===== config.mk =====
export PLATFORM = sky130hd
export DESIGN_NAME = dot_product_ctrl
export DESIGN_NICKNAME = d
export VERILOG_FILES = /design/src/rtl/dotp_pkg.sv /design/src/rtl/dotp_mac.sv /design/src/rtl/dot_product_ctrl.sv
export SDC_FILE = /design/constraint.sdc
export NUM_CORES = 2
export LEC_CHECK = 0
export BUFFER_PORTS_ARGS = -buffer_cell sky130_fd_sc_hd__buf_4
export CORE_AREA = 2 2 281 283
export CTS_CLUSTER_SIZE = 14
export DETAILED_ROUTE_END_ITERATION = 8
export DIE_AREA = 0 0 283 285
export PLACE_DENSITY = 0.8
export SLEW_MARGIN = 20
export SYNTH_ARGS = -nofsm -noshare
export SYNTH_HDL_FRONTEND = slang
export SYNTH_SLANG_ARGS = --single-unit
export TNS_END_PERCENT = 10

===== constraint.sdc =====
create_clock -name clk -period 2.8 [get_ports clk]
set_input_delay 0.56 -clock clk [delete_from_list [all_inputs] [get_ports clk]]
set_output_delay 0.56 -clock clk [all_outputs]
set_load 0.05 [all_outputs]

===== src/rtl/dotp_pkg.sv =====
// Shared types and default widths for the dot-product sequencer and its MAC.
// Optional build macro DOTP_SIGNED_EN selects two's-complement operands in dotp_mac.
package dotp_pkg;

  localparam int DOTP_DATA_WIDTH = 32;
  localparam int DOTP_ADDR_WIDTH = 5;
  localparam int DRAIN_CYCLES    = 2;

  typedef enum logic [1:0] {
    IDLE,
    RUN,
    DRAIN,
    DONE
  } state_t;

endpackage


===== src/rtl/dotp_mac.sv =====
// Pipelined multiply-accumulate: product register, accumulator and valid pipeline.
// DOTP_SIGNED_EN defined: signed multiply with sign extension; otherwise unsigned.
module dotp_mac
  import dotp_pkg::*;
#(
  parameter int DATA_WIDTH = DOTP_DATA_WIDTH,
  parameter int ACC_WIDTH  = 2*DOTP_DATA_WIDTH + DOTP_ADDR_WIDTH
) (
  input  logic                  clk,
  input  logic                  rst_n,
  input  logic                  clr,
  input  logic                  flush,
  input  logic                  rd_en,
  input  logic [DATA_WIDTH-1:0] a_data,
  input  logic [DATA_WIDTH-1:0] b_data,
  output logic [ACC_WIDTH-1:0]  acc_next
);

  localparam int PW  = 2*DATA_WIDTH;
  localparam int EXT = ACC_WIDTH - PW;

  logic              v1_reg;
  logic              v2_reg;
  logic [PW-1:0]     prod;
  logic [PW-1:0]     p_reg;
  logic [ACC_WIDTH-1:0] p_ext;
  logic [ACC_WIDTH-1:0] acc_reg;

`ifdef DOTP_SIGNED_EN
  assign prod  = $signed({{DATA_WIDTH{a_data[DATA_WIDTH-1]}}, a_data})
               * $signed({{DATA_WIDTH{b_data[DATA_WIDTH-1]}}, b_data});
  assign p_ext = {{EXT{p_reg[PW-1]}}, p_reg};
`else
  assign prod  = {{DATA_WIDTH{1'b0}}, a_data} * {{DATA_WIDTH{1'b0}}, b_data};
  assign p_ext = {{EXT{1'b0}}, p_reg};
`endif

  // Exposed so the sequencer can capture the final sum in the same edge as the last add.
  assign acc_next = v2_reg ? acc_reg + p_ext : acc_reg;

  always_ff @(posedge clk or negedge rst_n) begin
    if (!rst_n) begin
      v1_reg  <= 1'b0;
      v2_reg  <= 1'b0;
      p_reg   <= '0;
      acc_reg <= '0;
    end else begin
      v1_reg <= rd_en & ~flush;
      v2_reg <= v1_reg & ~flush;
      if (v1_reg) begin
        p_reg <= prod;
      end
      acc_reg <= clr ? '0 : acc_next;
    end
  end

endmodule


===== src/rtl/dot_product_ctrl.sv =====
// Dot-product sequencer: streams addresses to both operand memories and returns the sum.
// Operand signedness follows build macro DOTP_SIGNED_EN (see dotp_mac).
module dot_product_ctrl
  import dotp_pkg::*;
#(
  parameter int DATA_WIDTH = DOTP_DATA_WIDTH,
  parameter int ADDR_WIDTH = DOTP_ADDR_WIDTH,
  parameter int ACC_WIDTH  = 2*DATA_WIDTH + ADDR_WIDTH
) (
  input  logic                  clk,
  input  logic                  rst_n,
  input  logic                  start,
  input  logic [ADDR_WIDTH:0]   length,
  input  logic                  abort,
  output logic                  rd_en,
  output logic [ADDR_WIDTH-1:0] rd_addr,
  input  logic [DATA_WIDTH-1:0] a_data,
  input  logic [DATA_WIDTH-1:0] b_data,
  output logic                  mem_lock,
  output logic                  busy,
  output logic                  done,
  output logic [ACC_WIDTH-1:0]  result
);

  localparam logic [ADDR_WIDTH:0] MAX_LEN = {1'b1, {ADDR_WIDTH{1'b0}}};

  state_t                state_reg, state_next;
  logic [ADDR_WIDTH-1:0] addr_reg, addr_next;
  logic [ADDR_WIDTH:0]   n_reg, n_next;
  logic [ADDR_WIDTH:0]   last_addr;
  logic [1:0]            drain_reg, drain_next;
  logic [ACC_WIDTH-1:0]  result_reg, result_next;
  logic [ACC_WIDTH-1:0]  acc_next;
  logic                  rd_en_reg, rd_en_next;
  logic                  mac_clr;
  logic                  mac_flush;

  assign last_addr = n_reg - (ADDR_WIDTH+1)'(1);

  always_comb begin
    state_next  = state_reg;
    addr_next   = addr_reg;
    n_next      = n_reg;
    drain_next  = drain_reg;
    result_next = result_reg;
    mac_clr     = 1'b0;
    mac_flush   = 1'b0;
    case (state_reg)
      IDLE: begin
        // abort outranks start when both arrive together
        if (start && !abort) begin
          if (length == '0) begin
            result_next = '0;
            state_next  = DONE;
          end else begin
            n_next     = (length > MAX_LEN) ? MAX_LEN : length;
            addr_next  = '0;
            mac_clr    = 1'b1;
            state_next = RUN;
          end
        end
      end
      RUN: begin
        if (abort) begin
          addr_next  = '0;
          mac_flush  = 1'b1;
          state_next = IDLE;
        end else if ({1'b0, addr_reg} == last_addr) begin
          drain_next = '0;
          state_next = DRAIN;
        end else begin
          addr_next = addr_reg + ADDR_WIDTH'(1);
        end
      end
      DRAIN: begin
        if (abort) begin
          mac_flush  = 1'b1;
          state_next = IDLE;
        end else if (drain_reg == 2'(DRAIN_CYCLES - 1)) begin
          result_next = acc_next;
          state_next  = DONE;
        end else begin
          drain_next = drain_reg + 2'd1;
        end
      end
      DONE: begin
        state_next = IDLE;
      end
      default: begin
        state_next = IDLE;
      end
    endcase
  end

  assign rd_en_next = (state_next == RUN);

  always_ff @(posedge clk or negedge rst_n) begin
    if (!rst_n) begin
      state_reg  <= IDLE;
      addr_reg   <= '0;
      n_reg      <= '0;
      drain_reg  <= '0;
      result_reg <= '0;
      rd_en_reg  <= 1'b0;
    end else begin
      state_reg  <= state_next;
      addr_reg   <= addr_next;
      n_reg      <= n_next;
      drain_reg  <= drain_next;
      result_reg <= result_next;
      rd_en_reg  <= rd_en_next;
    end
  end

  assign rd_en    = rd_en_reg;
  assign rd_addr  = addr_reg;
  assign busy     = (state_reg != IDLE);
  assign mem_lock = busy;
  assign done     = (state_reg == DONE);
  assign result   = result_reg;

  dotp_mac #(
    .DATA_WIDTH(DATA_WIDTH),
    .ACC_WIDTH (ACC_WIDTH)
  ) u_mac (
    .clk     (clk),
    .rst_n   (rst_n),
    .clr     (mac_clr),
    .flush   (mac_flush),
    .rd_en   (rd_en_reg),
    .a_data  (a_data),
    .b_data  (b_data),
    .acc_next(acc_next)
  );

endmodule


# == After elaboration in Yosys (flattened, before gate mapping) ==
# Index checks and enable logic that the tools add are counted.
# word_totals
ff_bits,220
# op_classes
n_mul,1
n_addsub,4
n_reduce_logical,13
n_lt_le_gt_ge,1
n_bitwise,4
n_eq_ne,15
mux,30
# ops
cell,count
$mux W69,6
$pmux W69 S2,1
$add A69 B64 Y69,1
$mul A32 B32 Y64,1
$mux W2,10
$mux W5,4
$ne A2 B2 Y1 const B,8
$pmux W5 S2,1
$reduce_and A5 Y1,2
$pmux W2 S4,1
$reduce_bool A2 Y1,4
$eq A2 B1 Y1 const B,3
$eq A5 B6 Y1,1
$gt A6 B6 Y1 const B,1
$logic_not A6 Y1,1
$mux W6,1
$sub A6 B1 Y6 const B,1
$add A5 B1 Y5 const B,1
$mux W1,5
$eq A2 B2 Y1 const B,2
$pmux W2 S2,1
$reduce_and A4 Y1,1
$ne A3 B3 Y1 const B,1
$reduce_and A3 Y1,1
7 further kinds,9

# == Longest topological paths before layout ==
# depth
word_depth,6
mapped_depth,30
depth_no_buf,28

# == Cells and area by module ==
# Synthesis repeated with hierarchy kept, for this count alone.
# unflattened
cells_unflattened,5181
hier_area_um2,47025.1
# modules_own_cells
module,area_each_um2,cells_each,n_inst,seq_area_each_um2
dotp_mac,43176.4,4763,1,3378.2
dot_product_ctrl,3848.7,418,1,2127.0

# == Worst setup path after synthesis ==
# OpenSTA, ideal clock, no wires.
# synth_timing
kind,input to register
startpoint,in a_data[16]
endpoint,reg u_mac.p_reg[62]
setup_slack_ps,-4857
required_ps,2675
setup_time_ps,125
cell_stages,29
arrival_ps,7532
cell_sequence,clkbuf_1 > nand2_1 > fa_1 > inv_1 > fa_1 > inv_1 > fa_1 > inv_1 > fa_1 > inv_1 > fa_1 > inv_1 > fa_1 > fa_1 > inv_1 > fa_1 > inv_1 > ha_1 > clkbuf_1 > nand4_1 > or2_0 > or4_1 > a211oi_1 > a221o_1 > a211o_1 > a31oi_4 > o221ai_2 > xor2_1 > mux2_2
# synth_between
elab_chain_len,1
# synth_rtl
item,line,text
from (decl),dot_product_ctrl.sv:17,"input logic [DATA_WIDTH-1:0] a_data,"
$mul A32 B32 Y64,dotp_mac.sv:34,"assign prod = {{DATA_WIDTH{1'b0}}, a_data} * {{DATA_WIDTH{1'b0}}, b_data};"
to (signal assigned),dotp_mac.sv:51,p_reg <= prod;
to (decl),dotp_mac.sv:25,logic [PW-1:0] p_reg;
# Every way passes these cells.
# A chain may end at the register's enable or synchronous reset.

# == Worst setup path after layout ==
# layout_timing
startpoint,in a_data[13]
endpoint,reg u_mac.p_reg[62]
# The elaborated chain is that of the path after synthesis.

==> metrics.md <==
| Metric | Value |
|---|---|
| Status | complete, but fails checks |
| Failing checks | negative setup slack |
| Syn Nets | 6,354 |
| CTS clk-pin slew, worst paths | 60 ps |
| Routed Antenna Nets | 0 |
| IO Pins | 152 |
| Reg2reg start | u_mac.p_reg[2] |
| Drt via density | 5.687 |
| Synth Flop Type | dfrtp_1 |
| Max cap viols | 0 |
| Syn Area/Cell | 9.127 um^2 |
| Final instance area | 0.05619 mm^2 |
| Pre-CTS setup slack | -5193 ps |
| Post-DP HPWL | 104,400 um |
| Worst-Skew Late Latency | 530 ps |
| Hold_ws | 282.5 ps |
| HP Class | in2reg |
| Share of layout cells above drive strength 1 | 0.2301 |
| Horiz. Die Dim | 283 um |
| Pins Over Slew Limit | 0 |
| Diodes inserted | 0 |
| Cell area after synthesis | 0.04607 mm^2 |
| Grt total ovfl | 0 |
| CP startpoint | a_data[13] |
| Critical Path AT | 8000 ps |
| Commonest cells in the synthesized netlist | 915 x inv_1, 897 x fa_1, 634 x nand2_1 |
| Seq/Total Area, Yosys | 0.1195 |
| Total Wirelength | 132,900 um |
| Synthesis-to-layout area growth | 21.95% |
| Standard-cell rows | 103 |
| # nets final | 6,937 |
| Crit-path max FO | 13 |
| CP endpoint | u_mac.p_reg[62] |
| Final Hold Fails | 0 |
| Clock sink count | 220 |
| Vias in the first global route | 41,197 |
| Fin Clk Skew | 13.02 ps |
| Family with the most delay on the worst path | adder cells |
| Fmax | 131.6 MHz |
| Starting Density | 0.5909 |
| Worst Tran Pin Value | 510.7 ps |
| Max clock buf depth | 3 |
| Final setup vio count | 118 |
| Cell taking the most area after synthesis | fa_1 |
| H-tree depth | 1 |
| DRT Pass-1 Iters | 6 |
| Die area | 0.08066 mm^2 |
| CP required | 3200 ps |
| Post-Synthesis Cells | 5,048 |
| EDFF count, synth | 0 |
| Initial antenna violation count | 1 |
| Slew headroom | 0.6575 |
| Post-synth top area share | 0.3898 |
| Placement Cell Area | 0.05266 mm^2 |
| Levels on crit path | 25 |
| Synth unique cells | 90 |
| Tmin final | 7596 ps |
| Vias | 38,072 |
| Register bit total from synthesis | 220 |
| Total track usage | 0.3292 |
| Crit start category | input pin |
| Synth Warn # | 0 |
| GP Congestion | 0.9721 |
| PnR worst setup slack | -4796 ps |
| Placed instance count | 6,613 |
| Most frequent CP cell | fa_1 |
| WL/cell | 19.86 um |
| Setup slack, reg-to-reg | -550 ps |
| Area contributors post-synth | fa_1 39%, dfrtp_1 12%, ha_1 9.1% |
| Count leader, synth | inv_1 |
| Fin crit share | 2.713 |
| Global-route wire length before repair | 213,100 um |
| CTS tree | yes |
| RR Endpoint | u_mac.acc_reg[61] |
| Number of cells on the worst reg-to-reg path | 14 |
| FFs w/ async S/R, synth | 1.000 |
| Clk root buf | clkbuf_16 |
| Die height | 285 um |
| CTS Buf Count | 22 |
| Worst Setup End Kind | register |
| Buffers & Inverters on Critical Path | 5 |
| Core area | 0.07797 mm^2 |
| Largest net degree at the start of global routing | 77 |
| DR DRC count | 0 |
| Port Buffers | 151 |
| Non-Filler Instances | 6,695 |
| WS Path Type | in2reg |
| Initial DRC count | 2,787 |
| Slowest stage delay, CP | 720 ps |
| Slowest CP cell | fa_1 |
| RSZ-0062 raised after global routing | yes |
cell type report:
cell class,instances,area [um^2]
tap,1050,1314
clock inverter,6,62.56
sequential,220,5513
fill,5211,21780
inverter,918,3446
timing repair buffer,856,7313
multi-input combinational,3613,37900
clock buffer,32,639.4
cells in the final DEF, fill, tap and decap left out, drive strengths merged, types with 7 or more instances in the layout:
master | netlist | routed
a21oi | 168 | 168
clkbuf | 258 | 32
nor2b | 13 | 13
mux2i | 49 | 49
o21bai | 26 | 26
xor2 | 45 | 45
or3 | 7 | 7
o31ai | 17 | 17
nand4 | 47 | 47
and4 | 7 | 7
nand2b | 9 | 9
xnor2 | 81 | 81
a21boi | 12 | 12
o211ai | 14 | 14
buf | 39 | 852
a211o | 7 | 7
a21o | 76 | 76
nor3 | 27 | 27
nor2 | 159 | 159
nand3b | 9 | 9
o21ai | 144 | 144
fa | 897 | 897
nand2 | 634 | 634
and2 | 582 | 582
o21a | 12 | 12
inv | 916 | 916
clkinv | 2 | 7
a211oi | 18 | 18
and3 | 20 | 20
mux2 | 51 | 51
ha | 335 | 335
a31oi | 22 | 22
nand3 | 45 | 45
dfrtp | 220 | 220
or2 | 9 | 9
cell families (layout without fill, tap and decap cells):
| kind of cell | Yosys count | after routing | share of synthesized area |
|---|---|---|---|
| adders and majority gates | 1232 | 1232 | 0.4807 |
| xor gates and xnor gates | 126 | 126 | 0.02395 |
| AOI/OAI and AO/OA | 573 | 573 | 0.08096 |
| muxes | 100 | 100 | 0.02311 |
| DFF | 220 | 220 | 0.1195 |
| buffers and inverters | 1215 | 1812 | 0.1003 |
| and+or+nand+nor | 1582 | 1582 | 0.1714 |
tightest hold or removal path, cell delays in order:
cell and delay [ps]:
buf_4 90, nand3b_1 70, nand2_1 60
metal layers:
| layer | vias up | global-route usage | part of all wire |
|---|---|---|---|
| met5 | - | 0 | 0 |
| met4 | 0 | 0.1609 | 0.056 |
| met3 | 504 | 0.04624 | 0.064 |
| met2 | 1632 | 0.5784 | 0.52 |
| met1 | 19296 | 0.3996 | 0.36 |
| li1 | 16640 | - | - |
metrics by stage:
stage	setup TNS, ps	utilization
floorplan	-220410	-
global placement	-287520	0.6754
detailed placement	-295400	0.6754
CTS	-229520	0.7106
global route	-259300	0.7206
finish	-241210	0.7206
worst min path at each step:
stage                     from           end  slack, ps  cells past startpoint
finish               length[2]      n_reg[2]        280                      3
global route         length[5]      n_reg[5]        280                      3
CTS                  length[5]      n_reg[5]        270                      3
detailed placement  result[63]    result[63]        470                      1
global placement    result[24]    result[24]        460                      2
floorplan                rst_n  drain_reg[0]        260                      0
repair_timing:
action / 4_1_cts / 5_1_grt
setup buffers: 41 / 8
gates resized for setup: 344 / 182
cloned: 4 / 0
endpoints found under the hold margin: 57 / 0
endpoints found under the setup margin: 157 / 153
pin swaps: 111 / 71
hold buffers: 1 / 0
Power is not shown: default switching activity piles up to over one toggle a cycle in this logic, so the estimate is an artifact.
